`config.mk`:
```
export PLATFORM = sky130hd
export DESIGN_NAME = alu_packet_engine
export DESIGN_NICKNAME = d
export VERILOG_FILES = /design/src/rtl/alu_pkg.sv /design/src/rtl/alu_operand_assembler.sv /design/src/rtl/alu_packet_engine.sv
export SDC_FILE = /design/constraint.sdc
export NUM_CORES = 1
export LEC_CHECK = 0
export ABC_AREA = 0
export BUFFER_PORTS_ARGS = -buffer_cell sky130_fd_sc_hd__buf_2
export CORE_MARGIN = 10
export CORE_UTILIZATION = 40
export DETAILED_ROUTE_END_ITERATION = 16
export SYNTH_ARGS = -nofsm -noshare
export SYNTH_HDL_FRONTEND = slang
export SYNTH_HIERARCHICAL = 1
export SYNTH_SLANG_ARGS = --single-unit
```
`constraint.sdc`:
```
create_clock -name clk_i -period 4.1 [get_ports clk_i]
set_clock_uncertainty 0.1 [all_clocks]
set_input_delay 1.23 -clock clk_i [delete_from_list [all_inputs] [get_ports clk_i]]
set_output_delay 1.23 -clock clk_i [all_outputs]
set_load 0.005 [all_outputs]
```
`src/rtl/alu_pkg.sv`:
```
// ---------------------------------------------------------------------------
// alu_pkg
// Shared definitions for the packet-level ALU engine:
//   HEADER_BYTES  - bytes of framing ahead of the payload (opcode, reserved,
//                   LEN low, LEN high); LEN counts these bytes too.
//   opcode_e      - recognised request opcodes.
//   state_e       - packet parser states.
//   opcode_known  - true for any opcode the engine services.
// ---------------------------------------------------------------------------
package alu_pkg;

   localparam int HEADER_BYTES = 4;

   typedef enum logic [7:0] {
      OP_ECHO = 8'hEC,
      OP_ADD  = 8'hAD,
      OP_XOR  = 8'hE0,
      OP_MAX  = 8'hAA
   } opcode_e;

   typedef enum logic [2:0] {
      S_OPCODE,
      S_RSVD,
      S_LEN_LO,
      S_LEN_HI,
      S_PAYLOAD,
      S_DRAIN,
      S_RESULT
   } state_e;

   function automatic logic opcode_known(input logic [7:0] op);
      return (op == OP_ECHO) || (op == OP_ADD) || (op == OP_XOR) || (op == OP_MAX);
   endfunction

endpackage

```
`src/rtl/alu_operand_assembler.sv`:
```
// ---------------------------------------------------------------------------
// alu_operand_assembler
// Collects payload bytes LSB-first into OPERAND_BYTES-wide operands.
//   clk_i, rst_i      clock, asynchronous active-high reset
//   clear_i           drop any partially assembled operand
//   byte_i            incoming payload byte
//   byte_valid_i      byte_i is consumed this cycle
//   operand_o         assembled operand (valid with operand_valid_o)
//   operand_valid_o   high in the cycle the completing byte is consumed
// The completing byte is merged combinationally so the caller can fold the
// operand into its accumulator in the same cycle the last byte arrives.
// ---------------------------------------------------------------------------
module alu_operand_assembler #(
   parameter int OPERAND_BYTES = 4
) (
   input  logic                         clk_i,
   input  logic                         rst_i,
   input  logic                         clear_i,
   input  logic [7:0]                   byte_i,
   input  logic                         byte_valid_i,
   output logic [8*OPERAND_BYTES-1:0]   operand_o,
   output logic                         operand_valid_o
);

   localparam int W = 8 * OPERAND_BYTES;

   generate
      if (OPERAND_BYTES == 1) begin : g_single
         // Every byte is a complete operand; nothing to hold.
         assign operand_o       = byte_i;
         assign operand_valid_o = byte_valid_i;
      end else begin : g_multi
         // held keeps the OPERAND_BYTES-1 most recent bytes, newest at the top,
         // so the completing byte simply lands above them.
         logic [W-9:0] held;
         logic [3:0]   cnt;
         logic         done;

         assign done            = (cnt == 4'(OPERAND_BYTES - 1));
         assign operand_o       = {byte_i, held};
         assign operand_valid_o = byte_valid_i & done;

         always_ff @(posedge clk_i or posedge rst_i) begin
            if (rst_i) begin
               held <= '0;
               cnt  <= '0;
            end else if (clear_i) begin
               held <= '0;
               cnt  <= '0;
            end else if (byte_valid_i) begin
               held <= operand_o[W-1:8];
               cnt  <= done ? 4'd0 : cnt + 4'd1;
            end
         end
      end
   endgenerate

endmodule

```
`src/rtl/alu_packet_engine.sv`:
```
// ---------------------------------------------------------------------------
// alu_packet_engine
// Parses request packets {opcode, reserved, LEN lo, LEN hi, payload} from a
// byte stream and either echoes the payload or reduces it (ADD / XOR /
// unsigned MAX) into an OPERAND_BYTES-wide result sent back LSB first.
//   clk_i, rst_i               clock, asynchronous active-high reset
//   in_data_i/in_valid_i       request byte stream
//   in_ready_o                 byte accepted when in_valid_i & in_ready_o
//   out_data_o/out_valid_o     response byte stream, held until accepted
//   out_ready_i                downstream accepts the response byte
//   busy_o                     packet in progress or response byte pending
//   err_o                      one-cycle pulse when an unknown opcode's
//                              header completes
// ---------------------------------------------------------------------------
module alu_packet_engine
   import alu_pkg::*;
#(
   parameter int OPERAND_BYTES = 4
) (
   input  logic       clk_i,
   input  logic       rst_i,
   input  logic [7:0] in_data_i,
   input  logic       in_valid_i,
   output logic       in_ready_o,
   output logic [7:0] out_data_o,
   output logic       out_valid_o,
   input  logic       out_ready_i,
   output logic       busy_o,
   output logic       err_o
);

   localparam int W = 8 * OPERAND_BYTES;

   state_e         state, state_nx;
   logic [7:0]     opcode;
   logic [7:0]     len_lo;
   logic [15:0]    count;
   logic [W-1:0]   acc;
   logic [3:0]     res_left;

   logic           in_fire;
   logic           out_free;
   logic           is_echo;
   logic           last_byte;
   logic [15:0]    len_full;
   logic [15:0]    payload_len;
   logic           enter_result;
   logic [W-1:0]   acc_nx;
   logic [W-1:0]   result_val;
   logic [W-1:0]   operand;
   logic           operand_valid;

   function automatic logic [W-1:0] combine(input logic [7:0] op,
                                            input logic [W-1:0] a,
                                            input logic [W-1:0] b);
      case (op)
         OP_ADD:  return a + b;
         OP_XOR:  return a ^ b;
         OP_MAX:  return (b > a) ? b : a;
         default: return a;
      endcase
   endfunction

   assign out_free    = !out_valid_o | out_ready_i;
   assign is_echo     = (opcode == OP_ECHO);
   assign last_byte   = (count == 16'd1);
   assign len_full    = {in_data_i, len_lo};
   assign payload_len = (len_full > 16'(HEADER_BYTES)) ? len_full - 16'(HEADER_BYTES) : 16'd0;
   assign acc_nx      = operand_valid ? combine(opcode, acc, operand) : acc;

   // A zero-length reduction finishes straight from LEN_HI with a zero result.
   assign enter_result = in_fire & !is_echo & opcode_known(opcode) &
                         (((state == S_LEN_HI) && (payload_len == 16'd0)) ||
                          ((state == S_PAYLOAD) && last_byte));
   assign result_val   = (state == S_LEN_HI) ? '0 : acc_nx;

   assign busy_o = (state != S_OPCODE) | out_valid_o;
   assign err_o  = in_fire & (state == S_LEN_HI) & !opcode_known(opcode);

   alu_operand_assembler #(
      .OPERAND_BYTES (OPERAND_BYTES)
   ) u_asm (
      .clk_i           (clk_i),
      .rst_i           (rst_i),
      .clear_i         (in_fire & (state == S_LEN_HI)),
      .byte_i          (in_data_i),
      .byte_valid_i    (in_fire & (state == S_PAYLOAD) & !is_echo),
      .operand_o       (operand),
      .operand_valid_o (operand_valid)
   );

   always_ff @(posedge clk_i or posedge rst_i) begin
      if (rst_i) state <= S_OPCODE;
      else       state <= state_nx;
   end

   always_comb begin
      in_ready_o = 1'b1;
      state_nx   = state;
      case (state)
         S_PAYLOAD: if (is_echo) in_ready_o = out_free;
         S_RESULT:  in_ready_o = 1'b0;
         default:   ;
      endcase
      in_fire = in_valid_i & in_ready_o;

      case (state)
         S_OPCODE: if (in_fire) state_nx = S_RSVD;
         S_RSVD:   if (in_fire) state_nx = S_LEN_LO;
         S_LEN_LO: if (in_fire) state_nx = S_LEN_HI;
         S_LEN_HI: begin
            if (in_fire) begin
               if (!opcode_known(opcode))
                  state_nx = (payload_len == 16'd0) ? S_OPCODE : S_DRAIN;
               else if (is_echo)
                  state_nx = (payload_len == 16'd0) ? S_OPCODE : S_PAYLOAD;
               else
                  state_nx = (payload_len == 16'd0) ? S_RESULT : S_PAYLOAD;
            end
         end
         S_PAYLOAD: if (in_fire && last_byte) state_nx = is_echo ? S_OPCODE : S_RESULT;
         S_DRAIN:   if (in_fire && last_byte) state_nx = S_OPCODE;
         S_RESULT:  if ((res_left == 4'd0) && out_free) state_nx = S_OPCODE;
         default:   state_nx = S_OPCODE;
      endcase
   end

   always_ff @(posedge clk_i or posedge rst_i) begin
      if (rst_i) begin
         opcode      <= '0;
         len_lo      <= '0;
         count       <= '0;
         acc         <= '0;
         res_left    <= '0;
         out_data_o  <= '0;
         out_valid_o <= 1'b0;
      end else begin
         // Later assignments below override this when a new byte is loaded
         // in the same cycle the pending one leaves.
         if (out_valid_o && out_ready_i) out_valid_o <= 1'b0;

         if (in_fire && (state == S_OPCODE)) opcode <= in_data_i;
         if (in_fire && (state == S_LEN_LO)) len_lo <= in_data_i;
         if (in_fire && (state == S_LEN_HI)) begin
            count <= payload_len;
            acc   <= '0;
         end
         if (in_fire && ((state == S_PAYLOAD) || (state == S_DRAIN))) count <= count - 16'd1;

         if (in_fire && (state == S_PAYLOAD)) begin
            if (is_echo) begin
               out_data_o  <= in_data_i;
               out_valid_o <= 1'b1;
            end else begin
               acc <= acc_nx;
            end
         end

         // The first result byte goes out immediately unless an echo byte
         // from the previous packet is still waiting downstream.
         if (enter_result) begin
            if (out_free) begin
               out_data_o  <= result_val[7:0];
               out_valid_o <= 1'b1;
               acc         <= result_val >> 8;
               res_left    <= 4'(OPERAND_BYTES - 1);
            end else begin
               acc         <= result_val;
               res_left    <= 4'(OPERAND_BYTES);
            end
         end

         if ((state == S_RESULT) && out_free && (res_left != 4'd0)) begin
            out_data_o  <= acc[7:0];
            out_valid_o <= 1'b1;
            acc         <= acc >> 8;
            res_left    <= res_left - 4'd1;
         end
      end
   end

endmodule

```
# --- Word-level counts from Yosys, hierarchy flattened ---
# Cells that the tools add are included.
classes:
  n_lt_le_gt_ge: 2
  shift: 0
  n_bitwise: 12
  n_eq_ne: 19
  reduce_logical: 29
  mul: 0
  div: 0
  addsub: 5
  mux: 48
ops:
  columns: ["cell", "count"]
  rows:
  - ["two-way mux 32 bit", 9]
  - ["one-hot mux 32 bit (3 select lines)", 1]
  - ["two-way mux 16 bit", 3]
  - ["two-way mux 24 bit", 2]
  - ["two-way mux 8 bit", 5]
  - ["two-way mux 3 bit", 13]
  - ["adder 32 bit", 1]
  - ["equality test 8 bit (second input constant)", 4]
  - ["> comparator 32 bit", 1]
  - ["bitwise XOR 32 bit", 1]
  - ["one-hot mux 3 bit (7 select lines)", 1]
  - ["two-way mux 4 bit", 5]
  - ["equality test 16 x 1 -> 1 bit (second input constant)", 1]
  - ["> comparator 16 x 3 -> 1 bit (second input constant)", 1]
  - ["zero test 16 bit", 1]
  - ["subtractor 16 x 1 -> 16 bit (second input constant)", 1]
  - ["subtractor 16 x 3 -> 16 bit (second input constant)", 1]
  - ["inequality test 2 bit (second input constant)", 7]
  - ["logical AND 1 bit", 12]
  - ["AND 1 bit", 9]
  - ["equality test 3 bit (second input constant)", 3]
  - ["two-way mux 1 bit", 7]
  - ["AND reduction 7 bit", 1]
  - ["equality test 3 x 2 -> 1 bit (second input constant)", 2]
  - ["other kinds (14)", 23]
word_totals:
  romBits: 0
  inputBits: 12
  ramBits: 0
  register_bits: 108
  out_inout_bits: 12
  mem_count: 0
  elab_cells: 125
  latch_bits: 0

# --- Depth between registers and ports, before layout ---
logic_depth:
  depth_word: 13
  depth_mapped: 17
  mapped_depth_nobuf: 14

# --- Cells and area by module ---
# The synthesis kept the hierarchy.
modules_own_cells:
  columns: ["mod", "area_each_um2", "seq_area_each_um2", "cells_per_inst", "n_inst"]
  rows:
  - ["alu_packet_engine", 8311.7, 2001.9, 1070, 1]
  - ["alu_operand_assembler", 1247.4, 700.7, 105, 1]

# --- Worst setup path after synthesis ---
# OpenSTA, ideal clock, no wires.
synth_timing:
  path_type: "input to register"
  start: "in in_data_i[6]"
  end: "reg acc[9]"
  cell_stages: 13
  t_required_ns: 3.874
  path_slack_ns: -0.489
  arrival_ns: 4.363
  setup_ns: 0.126
  path_buffers: 3
  cell_sequence: "buf_4 ha_1 buf_2 nand4_1 or4_4 or4_4 o41a_2 o21a_1 buf_6 a221o_1 a22oi_2 nor2_1 o32a_1"
synth_via:
  elab_chain_len: 8
synth_rtl:
  columns: ["element", "line_no", "text"]
  rows:
  - ["start, declared", "alu_packet_engine.sv:22", "input logic [7:0] in_data_i,"]
  - ["> comparator 32 bit (tied with other cells)", "alu_packet_engine.sv:59", "OP_MAX: return (b > a) ? b : a;"]
  - ["two-way mux 32 bit or two-way mux 16 bit (tied branches)", "alu_packet_engine.sv:59, alu_packet_engine.sv:68", null]
  - ["one-hot mux 32 bit (3 select lines) or zero test 16 bit (tied branches)", "alu_packet_engine.sv:56, alu_packet_engine.sv:73", null]
  - ["two-way mux 32 bit or logical AND 1 bit (tied branches)", "alu_packet_engine.sv:69, alu_packet_engine.sv:73", null]
  - ["two-way mux 32 bit (tied with other cells)", "alu_packet_engine.sv:151", "if (is_echo) begin"]
  - ["two-way mux 32 bit (tied with other cells)", "alu_packet_engine.sv:150", "if (in_fire && (state == S_PAYLOAD)) begin"]
  - ["two-way mux 32 bit *", "alu_packet_engine.sv:161", "if (enter_result) begin"]
  - ["two-way mux 32 bit *", "alu_packet_engine.sv:173", "if ((state == S_RESULT) && out_free && (res_left != 4'd0)) begin"]
  - ["end signal, assigned", "alu_packet_engine.sv:155", "acc <= acc_nx;"]
  - ["end signal, assigned", "alu_packet_engine.sv:165", "acc <= result_val >> 8;"]
  - ["end signal, assigned", "alu_packet_engine.sv:176", "acc <= acc >> 8;"]
  - ["end, declared", "alu_packet_engine.sv:38", "logic [W-1:0] acc;"]
# Every way passes the cells marked *; elsewhere a longest branch is shown, timed or not.
# A chain may end at the register's enable or synchronous reset.

# --- Final worst setup path ---
layout_timing:
  start: "in in_data_i[0]"
  end: "reg acc[26]"
# Same word-level chain as after synthesis.

==> results.yml <==
status:
  status: "finished, final reports clean"
layout:
  multi_input_area_mm2: 0.00647
  utilization_pct: 49.6
  drive_gt1_share_pct: 21.4
  nets: 1390
  layout_common_cells: "buf_4 (162), nor2_1 (124), a21oi_1 (109), dfrtp_1 (108), inv_1 (70)"
  diodes: 0
  ff_latch_area_mm2: 0.00270
  area_growth_pct: 21.8
  fill_cells: 2231
  final_common_cell: "buf_4"
power:
  peakVddDrop_uv: 268
  p_switching_w: 0.00269
  power.density_mw_per_mm2: 512
  power_leakage_nw: 4.94
  p_int_w: 0.00327
  power.share.clock_pct: 16.3
  swShare_pct: 45.1
  pwr-share-seq_pct: 31.1
  comb_power_share_pct: 52.5
worst_setup_path:
  worstReg2RegEnd: "acc[26]"
  r2r_setup_slack_ns: 0.10
  cp_data_required_time_ns: 4.21
  startpoint_type: "input pin"
  regToRegStartpoint: "acc[13]"
  crit_type: "input pin to flop"
  worstPathArrival_ns: 4.13
  cp-end-kind: "flop"
  reg2reg_depth: 13
  crit_fanout: 5
clock_tree:
  htree_levels: 3
  cts_tree: "done"
  cts_sinks: 108
  clk_latency_ns: 0.36
  cts-root-buf: "clkbuf_16"
  clockBufferDepth: 2
  numCtsBuffers: 9
  clk_pin_slew_ns: 0.08
yosys:
  async_flop_share_pct: 100
  yosys.area.top_type: "dfrtp_1"
  synth-main-ff-cell: "dfrtp_1"
  synth.net_count: 1257
  synth_area_leaders: "dfrtp_1 (28%), ha_1 (9.0%), a21oi_1 (5.8%), nor2_1 (4.9%), mux2i_1 (4.5%)"
  synth_cell_types: 89
  synthesis.area_mm2: 0.00956
  ys_warn_count: 6
  ys_ff_latch: 108
  synthCells: 1175
  avgSynthCellArea_um2: 8.14
  synth_edf_count: 0
  synth_top_area_share_pct: 28.3
  seq_area_frac_synth_pct: 28.3
worst_hold_path:
  hold_end: "count[10]"
  hold_path_class: "flop to flop"
  hp-start: "count[10]"
  hold_depth: 1
placed_design:
  port_buffers: 23
  hpwl_mm: 29.2
  place_ws_ns: -0.450
  gp_congestion: 1.00
sta:
  final_max_slew_viol_count: 0
  setup_viol: 0
  maxSlewHeadroom_pct: 42.4
  worst_slack_ns: 0.0731
  fmax_mhz: 248
  worst_pin_slew_ns: 0.864
  finalCritPeriodShare_pct: 98.2
  hold_viol_final: 0
  fin_crit_ns: 4.03
  rsz0062_at_grt: "true"
global_route:
  grt_antenna_before_repair: 0
  grt_usage_pct: 24.3
  grt_start_max_net_pins: 81
  grt_pass1_wl_mm: 58.0
  grt-ovfl-total: 0
  first_global_vias: 9560
drt:
  vias: 10200
  drt_iter0_drc: 1135
  firstDrtPassIters: 5
  viasPerCell: 6.26
  routed_wl_mm: 38.4
  drc: 0
  antenna_left: 0
  wl_per_cell_um: 23.5
job:
  drv_cap: 0
floorplanning:
  die_area_mm2: 0.0305
  io_pins: 24
  die_h_um: 175
  core-area_mm2: 0.0235
  fp-row-count: 56
  start_util_pct: 40.7
  die-width_um: 175
==> metrics by stage <==
step	setup TNS, ns	hold slack (ns)	total power (W)	std cells	instance area [um^2]
final	0	0.397	0.00596	1632	11600
after global routing	-0.0595	0.451	0.00632	1632	11600
after CTS	0	0.393	0.00583	1626	11400
after detailed placement	-11.24	0.384	0.00484	1608	11100
after global placement	-10.47	0.383	0.00481	1608	11100
after floorplan	-2.77	0.349	0.00359	1175	9660
==> how the worst max path moves through the flow <==
stage	slack (ns)	endpoint	startpoint	cells after the start
after global placement	-0.44	out_data_o[2]	in_data_i[1]	12
after global routing	-0.06	acc[26]	in_data_i[0]	13
after CTS	0.003	acc[12]	in_data_i[1]	13
after floorplan	-0.24	acc[5]	in_data_i[0]	14
after detailed placement	-0.45	out_data_o[2]	in_data_i[1]	12
final	0.07	acc[26]	in_data_i[0]	13
==> registers in the layout (all words and copies together), names as in the netlist <==
signal / cells
opcode: 8
len_lo: 8
out_valid_o: 1
acc: 32
u_asm/g_multi.held: 24
out_data_o: 8
res_left: 4
count: 16
state: 3
u_asm/g_multi.cnt: 4
==> power by group through the flow <==
stage	clock network [W]	logic [W]	registers, W
4_1_cts	0.000980	0.00301	0.00184
6_report	0.000974	0.00313	0.00186
3_5_place_dp	0	0.00298	0.00186
2_1_floorplan	0	0.00189	0.00170
5_1_grt	0.00101	0.00339	0.00191
3_3_place_gp	0	0.00296	0.00185
==> kinds of logic (layout without fill, tap and decap cells) <==
family / count (synthesis) / after routing / synth area share, %
AO/OA/AOI/OAI: 394 / 394 / 27.9
adder cells (fa/ha/maj): 70 / 70 / 9.24
XOR/XNOR: 16 / 16 / 1.47
AND/OR/NAND/NOR: 385 / 385 / 20.3
flip-flops: 108 / 108 / 28.3
multiplexers: 60 / 60 / 6.51
buffers and inverters: 142 / 280 / 6.36
==> worst max-delay path, cell delays in order <==
cell and delay, ns:
buf_8 0.10, ha_4 0.26, nand4_1 0.07, or4_4 0.54, or4_4 0.45, o311a_4 0.17, nor2_4 0.28, buf_12 0.16
mux2i_1 0.18, o221ai_1 0.13, or3_4 0.38, o211ai_1 0.10, a21oi_1 0.08
==> routing by layer <==
layer / wire length [um] / part of all wire (%) / track usage (%) / up-vias
met3: 4860 / 13 / 6.14 / 75
met2: 16100 / 42 / 35.4 / 545
met1: 16500 / 43 / 34.7 / 4966
met4: 916 / 2.4 / 6.68 / 0
li1: - / - / - / 4627
met5: 0 / 0 / 0 / -
==> area by class of cell <==
type                    instances  share of cell area [%]
clock buffers                  11                    2.00
multi-input cells             925                    55.6
flip-flops and latches        108                    23.2
clock inverters                 5                   0.742
repair buffers                191                    12.7
inverters                      73                    2.36
well taps                     319                    3.43
==> synthesized netlist by cell type (all sizes together) (8+ instances only) <==
| library cell | number |
|---|---|
| o21ai | 72 |
| and2 | 12 |
| nor3b | 9 |
| mux2i | 43 |
| nand3 | 25 |
| o211ai | 24 |
| nor3 | 42 |
| a21oi | 111 |
| a221o | 12 |
| inv | 73 |
| a211oi | 22 |
| nand2 | 65 |
| a31oi | 14 |
| o22ai | 15 |
| o311ai | 9 |
| o21a | 11 |
| nor2b | 14 |
| a22oi | 8 |
| xnor2 | 9 |
| ha | 69 |
| o31ai | 10 |
| nand4 | 8 |
| nand2b | 12 |
| dfrtp | 108 |
| a21o | 8 |
| buf | 23 |
| or4 | 12 |
| nor2 | 127 |
| or2 | 11 |
| clkbuf | 46 |
| a221oi | 10 |
| mux2 | 17 |
| or3 | 11 |
| nor4 | 10 |
==> repair_timing <==
| item | 4_1_cts | 5_1_grt |
|---|---|---|
| resized for setup | 1 | 27 |
| pin swaps | 2 | 9 |
| setup endpoints to repair | 6 | 33 |
| setup buffers | 2 | 6 |
| hold buffers | 0 | 0 |
(Power assumes the default switching activity.)
